$ cat src/rtl/complex_div_if.sv
// Operand/result bundle for the sequential complex divider.
// The requester drives the master side, the divider sits on the slave side.
interface complex_div_if #(
  parameter int QI = 3,
  parameter int QF = 3
);
  localparam int W  = QI + QF;
  localparam int WO = 2*W + 1;

  logic                 in_valid;
  logic                 in_ready;
  logic signed [W-1:0]  a_Re, a_Im, b_Re, b_Im;
  logic                 out_valid;
  logic signed [WO-1:0] y_Re, y_Im;
  logic                 div0;
  logic                 ovf;

  modport master (
    output in_valid, a_Re, a_Im, b_Re, b_Im,
    input  in_ready, out_valid, y_Re, y_Im, div0, ovf
  );

  modport slave (
    input  in_valid, a_Re, a_Im, b_Re, b_Im,
    output in_ready, out_valid, y_Re, y_Im, div0, ovf
  );
endinterface

$ cat src/rtl/complex_div.sv
// Sequential fixed-point complex divider, y = a / b.
// Forms conj(b)*a and |b|^2 once, then runs two restoring dividers
// (real and imaginary lanes) that share the denominator and retire one
// quotient bit per clock. Magnitudes are truncated, sign applied last,
// and saturation is symmetric.
module complex_div #(
  parameter int QI = 3,
  parameter int QF = 3
) (
  input  logic         clk,
  input  logic         rst_n,
  complex_div_if.slave io
);
  localparam int W    = QI + QF;
  localparam int WO   = 2*W + 1;
  localparam int MW   = 2*W + 1;       // exact numerator / denominator width
  localparam int DW   = MW + 2*QF;     // dividend after fractional pre-shift
  localparam int RW   = MW + 1;        // trial remainder width
  localparam int CW   = MW + 2*W;      // width of the saturation compare
  localparam int CNTW = $clog2(2*W);
  localparam logic [CNTW-1:0] LAST = CNTW'(2*W - 1);

  typedef enum logic [1:0] {IDLE, LOAD, DIV, DONE} state_t;
  state_t state, nstate;

  logic signed [W-1:0]  ar, ai, br, bi;
  logic [MW-1:0]        den, den_c;
  logic                 dz;
  logic [CNTW-1:0]      cnt;
  logic signed [MW-1:0] nre, nim;
  logic [1:0][MW-1:0]   nsv, mag, rem;
  logic [1:0][DW-1:0]   dv;
  logic [1:0][RW-1:0]   trial;
  logic [1:0][2*W-1:0]  lo, q, mag_o;
  logic [1:0][WO-1:0]   y_n;
  logic [1:0]           neg, sat_c, ge, sat, sgn;

  function automatic logic signed [MW-1:0] sx(input logic signed [W-1:0] v);
    return MW'(v);
  endfunction

  // conj(b)*a and |b|^2, exact at MW bits
  assign nre    = sx(ar)*sx(br) + sx(ai)*sx(bi);
  assign nim    = sx(ai)*sx(br) - sx(ar)*sx(bi);
  assign den_c  = MW'(sx(br)*sx(br) + sx(bi)*sx(bi));
  assign nsv[0] = nre;
  assign nsv[1] = nim;

  assign io.in_ready = (state == IDLE);

  for (genvar k = 0; k < 2; k++) begin : g_lane
    assign neg[k]   = nsv[k][MW-1];
    assign mag[k]   = neg[k] ? (~nsv[k]) + MW'(1) : nsv[k];
    assign dv[k]    = {mag[k], {(2*QF){1'b0}}};
    // quotient would need more than 2W bits
    assign sat_c[k] = CW'(dv[k]) >= (CW'(den_c) << (2*W));
    // remainder stays below den, so its shifted value fits RW bits
    assign trial[k] = {rem[k], lo[k][2*W-1]};
    assign ge[k]    = trial[k] >= {1'b0, den};
    assign mag_o[k] = sat[k] ? '1 : q[k];
    assign y_n[k]   = sgn[k] ? (~{1'b0, mag_o[k]}) + WO'(1) : {1'b0, mag_o[k]};
  end

  // state register
  always_ff @(posedge clk or negedge rst_n) begin
    if (!rst_n) state <= IDLE;
    else        state <= nstate;
  end

  // next-state: IDLE -> LOAD -> DIV (2W cycles) -> DONE -> IDLE
  always_comb begin
    nstate = state;
    case (state)
      IDLE: if (io.in_valid) nstate = LOAD;
      LOAD: nstate = DIV;
      DIV:  if (cnt == LAST) nstate = DONE;
      DONE: nstate = IDLE;
      default: nstate = IDLE;
    endcase
  end

  // operand capture, divider iterations and result registers
  always_ff @(posedge clk or negedge rst_n) begin
    if (!rst_n) begin
      ar <= '0; ai <= '0; br <= '0; bi <= '0;
      den <= '0; dz <= 1'b0; cnt <= '0;
      rem <= '0; lo <= '0; q <= '0; sat <= '0; sgn <= '0;
      io.out_valid <= 1'b0;
      io.y_Re <= '0; io.y_Im <= '0;
      io.div0 <= 1'b0; io.ovf <= 1'b0;
    end else begin
      io.out_valid <= 1'b0;
      case (state)
        IDLE: if (io.in_valid) begin
          ar <= io.a_Re; ai <= io.a_Im;
          br <= io.b_Re; bi <= io.b_Im;
        end
        LOAD: begin
          den <= den_c;
          dz  <= (den_c == '0);
          cnt <= '0;
          for (int k = 0; k < 2; k++) begin
            sgn[k] <= neg[k];
            sat[k] <= sat_c[k];
            rem[k] <= MW'(dv[k] >> (2*W));
            lo[k]  <= dv[k][2*W-1:0];
            q[k]   <= '0;
          end
        end
        DIV: begin
          cnt <= cnt + 1'b1;
          for (int k = 0; k < 2; k++) begin
            rem[k] <= ge[k] ? MW'(trial[k] - {1'b0, den}) : MW'(trial[k]);
            lo[k]  <= {lo[k][2*W-2:0], 1'b0};
            q[k]   <= {q[k][2*W-2:0], ge[k]};
          end
        end
        DONE: begin
          io.out_valid <= 1'b1;
          io.div0      <= dz;
          io.ovf       <= ~dz & (|sat);
          io.y_Re      <= dz ? '0 : y_n[0];
          io.y_Im      <= dz ? '0 : y_n[1];
        end
        default: ;
      endcase
    end
  end
endmodule

$ cat src/flat_wrapper.sv
// flat-port wrapper written by rule: the top's interface ports become plain ports
module complex_div_flat 
#(
  parameter int QI = 3,
  parameter int QF = 3
)
  (clk, rst_n, io_in_valid, io_a_Re, io_a_Im, io_b_Re, io_b_Im, io_in_ready, io_out_valid, io_y_Re, io_y_Im, io_div0, io_ovf);
  complex_div_if #(.QI(QI), .QF(QF)) io_i ();
  input  logic clk;
  input  logic rst_n;
  input wire logic [$bits(io_i.in_valid)-1:0] io_in_valid;
  input wire logic [$bits(io_i.a_Re)-1:0] io_a_Re;
  input wire logic [$bits(io_i.a_Im)-1:0] io_a_Im;
  input wire logic [$bits(io_i.b_Re)-1:0] io_b_Re;
  input wire logic [$bits(io_i.b_Im)-1:0] io_b_Im;
  output wire logic [$bits(io_i.in_ready)-1:0] io_in_ready;
  output wire logic [$bits(io_i.out_valid)-1:0] io_out_valid;
  output wire logic [$bits(io_i.y_Re)-1:0] io_y_Re;
  output wire logic [$bits(io_i.y_Im)-1:0] io_y_Im;
  output wire logic [$bits(io_i.div0)-1:0] io_div0;
  output wire logic [$bits(io_i.ovf)-1:0] io_ovf;
  assign io_i.in_valid = io_in_valid;
  assign io_i.a_Re = io_a_Re;
  assign io_i.a_Im = io_a_Im;
  assign io_i.b_Re = io_b_Re;
  assign io_i.b_Im = io_b_Im;
  assign io_in_ready = io_i.in_ready;
  assign io_out_valid = io_i.out_valid;
  assign io_y_Re = io_i.y_Re;
  assign io_y_Im = io_i.y_Im;
  assign io_div0 = io_i.div0;
  assign io_ovf = io_i.ovf;
  complex_div #(.QI(QI), .QF(QF)) u_core (.clk(clk), .rst_n(rst_n), .io(io_i));
endmodule
$ cat config.mk
export PLATFORM = sky130hd
export DESIGN_NAME = complex_div_flat
export DESIGN_NICKNAME = d
export VERILOG_FILES = /design/src/rtl/complex_div_if.sv /design/src/rtl/complex_div.sv /design/src/flat_wrapper.sv
export SDC_FILE = /design/constraint.sdc
export NUM_CORES = 1
export LEC_CHECK = 0
export CORE_MARGIN = 8
export CORE_UTILIZATION = 56
export CTS_CLUSTER_SIZE = 20
export DETAILED_ROUTE_END_ITERATION = 8
export GPL_TIMING_DRIVEN = 0
export MAX_ROUTING_LAYER = met4
export PLACE_DENSITY = 0.74
export SLEW_MARGIN = 20
export SYNTH_ARGS = -nofsm -noshare
export SYNTH_HDL_FRONTEND = slang
export SYNTH_SLANG_ARGS = --single-unit
$ cat constraint.sdc
create_clock -name clk -period 12.12 [get_ports clk]
set_clock_uncertainty 0.15 [all_clocks]
set_input_delay 3.03 -clock clk [delete_from_list [all_inputs] [get_ports clk]]
set_output_delay 3.03 -clock clk [all_outputs]
set_load 0.01 [all_outputs]
==> results of run 1 <==
==> worst max path at each step <==
stage | endpoint | slack (ps) | from | depth (start not counted)
4_1_cts | u_core.sat[1]$_DFFE_PN0N_ | 3240 | u_core.bi[0]$_DFFE_PN0P_ | 34
6_report | u_core.sat[1]$_DFFE_PN0N_ | 3080 | u_core.bi[0]$_DFFE_PN0P_ | 34
2_1_floorplan | u_core.sat[1]$_DFFE_PN0N_ | 4700 | u_core.bi[0]$_DFFE_PN0P_ | 34
3_5_place_dp | u_core.sat[1]$_DFFE_PN0N_ | 3360 | u_core.bi[0]$_DFFE_PN0P_ | 34
3_3_place_gp | u_core.ar[0]$_DFFE_PN0P_ | 2060 | rst_n | 1
5_1_grt | u_core.sat[1]$_DFFE_PN0N_ | 2530 | u_core.bi[0]$_DFFE_PN0P_ | 32
==> metal layers <==
layer	routed length (um)	vias up	GRT usage
met2	20700	392	0.4140
met1	19280	6835	0.3142
met3	2163	79	0.03141
met5	0	-	-
met4	1101	0	0.07491
li1	-	6673	-
==> final cells by class <==
class	instances	share of cell area
Clock inverter	15	0.009643
Clock buffer	17	0.02230
Timing Repair Buffer	57	0.03109
Multi-Input combinational cell	1445	0.6578
Sequential cell	139	0.1824
Tap cell	396	0.02598
Inverter	276	0.05432
Buffer	81	0.01647
==> per-stage QoR <==
stage,hold slack [ps],area [um^2],setup slack [ps],util
floorplan,298.9,17380,4699,-
global placement,315.2,18430,2060,0.6025
detailed placement,322.9,18460,3361,0.6036
CTS,343.3,19070,3238,0.6235
global route,371.8,19070,2529,0.6235
finish,350.3,19070,3082,0.6235
==> state kept, by name, indices dropped and copies added, names as in the netlist <==
register and flops:
u_core.io.div0 1, u_core.den 13, u_core.io.y_Re 13, u_core.sgn 2
u_core.rem 26, u_core.lo 12, u_core.dz 1, u_core.q 24
u_core.cnt 4, u_core.bi 6, u_core.sat 2, u_core.ar 6
u_core.io.ovf 1, u_core.state 2, u_core.ai 6, u_core.br 6
u_core.io.y_Im 13, u_core.io.out_valid 1
==> kinds of logic (layout without fill, tap and decap cells) <==
logic type,after synthesis,count (layout),share of synthesized area
buf+inv,357,446,0.07770
compound gates,378,378,0.1430
flops,139,139,0.2002
fa+ha+maj,355,355,0.3204
mux,54,54,0.03363
simple gates,516,516,0.1526
xor+xnor,142,142,0.07244
==> layout by cell type, fill, tap and decap left out, drive strengths merged, types with 8 or more instances in the layout <==
cell / count
o21a: 12
nand2b: 20
xor2: 33
and3: 9
nand4: 15
nor2: 89
dfrtp: 139
o31ai: 12
nor4: 9
xnor2: 109
mux2i: 19
nor3: 15
o21ai: 83
o21bai: 18
nor2b: 40
and2: 99
o22ai: 24
mux2: 35
clkbuf: 89
fa: 150
inv: 285
a31oi: 9
a21oi: 100
a211oi: 8
nand3b: 8
o211ai: 11
nand3: 43
clkdlybuf4s50: 55
or3: 13
nand2: 134
ha: 205
a21o: 27
buf: 11
==> critical path: cells and delay by family (launching register included) <==
family / cells / cell delay (ps)
flip-flops: 1 / 350
AND/OR/NAND/NOR: 5 / 630
XOR/XNOR: 2 / 640
buffers and inverters: 5 / 1570
adder cells (fa/ha/maj): 7 / 3030
AO/OA/AOI/OAI: 15 / 2560
==> impl_summary.md, run 1 <==
Setup path
Of all nets on the critical path, the largest fanout is 10. The largest stage delay on the critical path is 570 ps. The worst setup path is captured at a register. The worst-case register-to-register setup slack is 3080 ps. The critical path class is register to register. The worst endpoint required time is 12290 ps. The library cell contributing the largest single delay on the critical path is fa_1. The number of cells on the worst reg-to-reg path is 34. The sort of element at the start of the critical path is a register. In this run the critical register-to-register path is captured at u_core.sat[1]$_DFFE_PN0N_.

STA puts the critical path data arrival time at 9200 ps. In this run the critical register-to-register path is launched from u_core.bi[0]$_DFFE_PN0P_.

Route
The violation count after the first detailed-routing iteration is 870. Using the TritonRoute via totals, the vias-per-cell ratio works out to 5.762. Dividing the detail-routed wire length by the instance count gives ~18 um. The detailed router placed approximately 14000 vias in this run.

After detailed routing, the total wire length is 43240 um. The count of nets left with antenna violations after detail routing is 0. After detailed routing, the number of remaining DRC violations is 2. The detailed-router iteration count before antenna repair is 8.

Clocking
The number of hold buffers added after CTS was 0. TritonCTS built the clock tree. The clock net sink count is 139. The maximum clock insertion buffer count is 2. Buffers added to address setup during post-CTS repair amount to 0. Clock-pin slew was measured on the worst setup and hold paths at 80 ps.

The cell sitting at the root of the clock tree is a clkbuf_16. The clock latency of the later-clocked register in the worst-skew pair is 440 ps. The H-tree generated during clock tree synthesis spans 4 levels. In this run, CTS created clock tree buffers numbering 17. After clock tree synthesis, the repair step resized 0 gates.

Logic synthesis
Synthesis produced a netlist whose cell count is 1941. In the synthesized netlist the dominant register cell turns out to be dfrtp_1. The mapped cell area is 17380 um^2. The synthesized flop and latch total is about 140.

The largest area contributor in the netlist is dfrtp_1. By instance count, the leading cell after synthesis is inv_1. The share of synthesized flip-flops with an asynchronous set or reset is 1.000. Counting distinct cell types in the post-synthesis netlist gives 78. The number of warnings printed during yosys synthesis is 0.

The count of flip-flops with a built-in enable after synthesis is 0. The sequential cell area fraction in the yosys report is 0.2002. After synthesis, the cell types taking the most area are dfrtp_1 20%, fa_1 17%, ha_1 15%, inv_1 5.9%, xnor2_1 5.4%. The commonest cells after synthesis are 274 x inv_1, 205 x ha_1, 150 x fa_1, 139 x dfrtp_1, 134 x nand2_1.

The post-synthesis area per instance is just under 9 um^2. The share of synthesized area in the top cell type comes to 0.2002. The post-synthesis net count is between 2000 and 2500.

Run
Across the run, the number of max-cap violations was 0.

Hold path
The path class of the tightest hold or removal check is register to register. The path with the worst hold slack has its endpoint at u_core.lo[18]$_DFFE_PN0P_. In this run the most critical hold path is launched from u_core.lo[18]$_DFFE_PN0P_. The instance count along the most critical hold path is 2.

STA
The final number of hold-violating endpoints is 0. Headroom to the max-slew limit came out at 0.4756. The achievable frequency is ~110 MHz.

The final setup TNS is 0 ps. For the finished layout, the period the worst path requires is 9038 ps. The count of final max-slew check failures is 0. Setup repair after global routing left no endpoint under its margin. The part of the cycle the worst path needs is 0.7457. Setup violations remaining at the end of the flow were counted as 0. For the pin with the worst max-slew slack, the measured transition is 783.6 ps.

Cells and area
The number of nets in the final layout is 2399. After filler insertion, the fill cell instance count of the layout stands at 2593. In the final layout, the share of cells above drive strength 1 is 0.04729.

In the final layout, the multi-input gates occupy about 13000 um^2. The sequential cells in the finished layout cover a total of 3478 um^2. The signed area change from the synthesized netlist to the final layout is 9.772%. The number of antenna diodes in the final layout is 0. After the flow finishes, the layout carries non-filler instances totaling around 2400.

Floorplanning
The effective utilization at floorplan is 0.5680. Pin placement for this block handled 57 I/O pins. From bottom edge to top edge, the die measures 192.1 um. The die is a little under 200 um wide.

The number of placement rows is 64. The floorplan step defined a core boundary enclosing 30590 um^2. The die covers about 37000 um^2.

Global routing
The global route total overflow is 0. The via count of the first global-routing pass is 14322. The number of antenna violations at the first check in global routing is 0.

The overall track demand over capacity in global routing is 0.2489. The global-route wire length before repair is around 72000 um. The largest net degree at the start of global routing is 84.

Place
Buffers placed on the I/O ports in this run total 56. In this run, placement finished with an instance count of roughly 2400. At the end of routability-driven placement, the weighted congestion stood at 0.9423. After legalization and detailed placement, the total HPWL measured 34090 um.

Outcome
The checks that failed: design-rule violations. The run finished, with violations left.
Power of run 1 is not shown: default switching activity piles up to over one toggle a cycle in this logic, so the estimate is an artifact.
==> run 2, diff against run 1 <==
==> constraint.sdc (replaced) <==
create_clock -name clk -period 8.7 [get_ports clk]
set_clock_uncertainty 0.15 [all_clocks]
set_input_delay 2.175 -clock clk [delete_from_list [all_inputs] [get_ports clk]]
set_output_delay 2.175 -clock clk [all_outputs]
set_load 0.01 [all_outputs]
==> run 2 against run 1 <==
Compared with the run above: the run now ends clean; worst hold slack worse by 0.77 ps; via count is 0.49% lower; fmax is 10% higher; count of clock-buffer cells in the layout stayed put; die area stayed put; setup slack worse by 2600 ps; global-route usage hardly changed; sequential share of layout area hardly changed.
==> impl_summary.md, run 2 (synthesis results as in run 1) <==
Outcome
The flow ran to the end, and the final reports show no timing, DRC or antenna violations.

STA
For the pin with the worst max-slew slack, the measured transition is 795.2 ps. The post-layout worst setup margin is 509.8 ps. The tightest slew margin relative to the limit is 0.4650. In the final timing run, aggregate negative setup slack is 0 ps. The count of final max-slew check failures was 0. The count of endpoints failing setup in the final report is 0. The final number of hold-violating endpoints is 0. The final critical delay including setup and external delays is 8190 ps. The achievable frequency is roughly 120 MHz. In the finished design, the share of the clock period the worst path needs comes to 0.9414.

Clocking
The H-tree generated during clock tree synthesis spans 4 levels. TritonCTS built the clock tree. The TritonCTS buffer count is 17.

The root buffer cell chosen for the clock tree is clkbuf_16. Buffers inserted to repair hold after CTS numbered 0. Counting every sink on the clock net gives ~140. The maximum clock insertion buffer count is 2.

The clock latency of the later-clocked register in the worst-skew pair is 440 ps. The clock edge transition at the registers on the reported setup and hold paths is around 90 ps.

Cells and area
Leaving out fill and tap cells, the most frequent cell in the layout is inv_1. The register name with the most flops is u_core.rem. In the final layout, the registers with the most flip-flops are u_core.rem x26, u_core.q x24.

The library cells used most frequently in the layout, excluding fill and tap cells, are 274 x inv_1, 205 x ha_1, 150 x fa_1. The share of final-layout standard cells stronger than drive strength 1 is 0.05917. 0 antenna diodes ended up in the layout.

The flip-flop count of the largest register after layout is 26. For this run, the post-layout net count is 2397. Leaving out filler cells and counting taps, the final layout contains 2424. The signed area change from the synthesized netlist to the final layout is 9.966%.

Route
Dividing the detail-routed wire length by the instance count gives about 18 um. For this run, design rule violations remaining after detail routing come to 0. The detail-routed via count per cell is 5.739. The violation count after the first detailed-routing iteration is 833. The total routed wirelength is 43230 um. The detailed-router iteration count before antenna repair is 6. The detailed router placed 13911 vias in this run. The count of nets left with antenna violations after detail routing is 0.

Hold path
The type of the most critical hold path is register to register. Along the worst hold path, the cell count comes to 1.

Floorplanning
The die covers 36920 um^2. Row generation in the floorplan step produced between 60 and 70 rows. The die height is slightly below 200 um. The total area inside the core boundary comes to approximately 31000 um^2.

The number of top-level design ports is 57. The effective utilization at floorplan is 0.5680. From left edge to right edge, the die measures 192.1 um.

Global routing
The number of antenna violations at the first check in global routing is 0. The first global-routing pass estimated a little over 70000 um of wire. The via count of the first global-routing pass is roughly 14000. Summed over all layers, the global routing overflow is 0.

For this run, the total global-route usage over all layers was measured as 0.2492. Entering global routing, the biggest net connects 84 pins.

Setup path
The worst setup path is launched from a register. Along the worst path, the maximum fanout reaches 15. The dominant cell type by count on the critical path is fa_1. The number of cells on the worst reg-to-reg path is 31. The library cell contributing the largest single delay on the critical path is fa_1. The worst-case register-to-register setup slack is a little over 500 ps. The critical path class is register to register. The data arrival time of the worst path is 8360 ps. The worst endpoint required time is 8870 ps. STA classifies the critical path endpoint as a register. The largest stage delay on the critical path is roughly 550 ps.

Run
The max-capacitance violation count is 0.

Place
The congestion estimate from routability-driven global placement came to 0.9423. The worst slack at placement is -59.09 ps. The post-placement cell count is 2394. The count of input and output buffers is 56. The post-DP HPWL is 34090 um.
==> run 2: cell count changes in the layout (fill, tap and decap cells not counted) <==
cell	before	now
buf_4	0	3
clkbuf_1	72	53
clkbuf_2	0	13
dfrtp_2	0	6
a2111oi_0	3	2
a21o_2	0	1
a21o_1	27	26
dfrtp_1	139	133
a2111oi_1	0	1
clkbuf_4	0	1
==> run 2: final cells by class <==
cell class / count / area, um^2
buffer: 76 / 315.3
clock buffer: 17 / 425.4
clock inverter: 15 / 183.9
fill: 2597 / 11480
inverter: 276 / 1036
multi-input combinational: 1445 / 12550
sequential: 139 / 3486
tap: 396 / 495.5
timing repair buffer: 60 / 615.6
==> run 2: path summary, 6_finish.rpt <==
| kind | from | end |
|---|---|---|
| max | u_core.br[0]$_DFFE_PN0P_ | u_core.sat[1]$_DFFE_PN0N_ |
| min | u_core.lo[9]$_DFFE_PN0P_ | u_core.lo[9]$_DFFE_PN0P_ |
| max reg2reg | u_core.br[0]$_DFFE_PN0P_ | u_core.sat[1]$_DFFE_PN0N_ |
| min reg2reg | u_core.lo[9]$_DFFE_PN0P_ | u_core.lo[9]$_DFFE_PN0P_ |
| max in group asynchronous | rst_n | u_core.bi[5]$_DFFE_PN0P_ |
| min in group asynchronous | rst_n | u_core.io.y_Im[0]$_DFFE_PN0P_ |
==> run 2: per-layer routing <==
layer | GRT usage | wire length [um] | vias to the layer above
li1 | - | - | 6667
met1 | 0.3137 | 19230 | 6785
met2 | 0.4166 | 20880 | 394
met3 | 0.03250 | 2123 | 65
met4 | 0.07080 | 1000 | 0
met5 | - | 0 | -
==> run 2: what timing repair did <==
item                       CTS  global route
resized for setup            4            31
setup endpoints to repair    1             1
buffers inserted             0             3
pin swaps                    0             0
==> run 2: metrics by stage <==
| stage | instance area (um^2) | hold slack [ps] | util |
|---|---|---|---|
| 6_report | 19110 | 349.5 | 0.6246 |
| 5_1_grt | 19110 | 371.8 | 0.6246 |
| 4_1_cts | 19080 | 343.3 | 0.6237 |
| 3_5_place_dp | 18460 | 322.9 | 0.6036 |
| 3_3_place_gp | 18430 | 315.2 | 0.6025 |
| 2_1_floorplan | 17380 | 298.9 | - |
==> run 2: worst max-delay path: cells and delay by family, from the launching register on <==
family / cells / cell delay, ps
buffers and inverters: 5 / 720
and+or+nand+nor: 3 / 430
AOI/OAI and AO/OA: 14 / 2610
xor gates and xnor gates: 2 / 530
DFF: 1 / 500
adders and majority gates: 7 / 3130
Power of run 2 is left out for the same reason.
==> run 3, diff against run 2 <==
--- a/config.mk
+++ b/config.mk
@@ -5,6 +5,7 @@
 export SDC_FILE = /design/constraint.sdc
 export NUM_CORES = 1
 export LEC_CHECK = 0
+export CAP_MARGIN = 20
 export CORE_MARGIN = 8
 export CORE_UTILIZATION = 56
 export CTS_CLUSTER_SIZE = 20
==> results of run 3 <==
Same layout as run 2: the final DEF is identical, and so are final timing and power.
Power of run 3 is left out for the same reason.
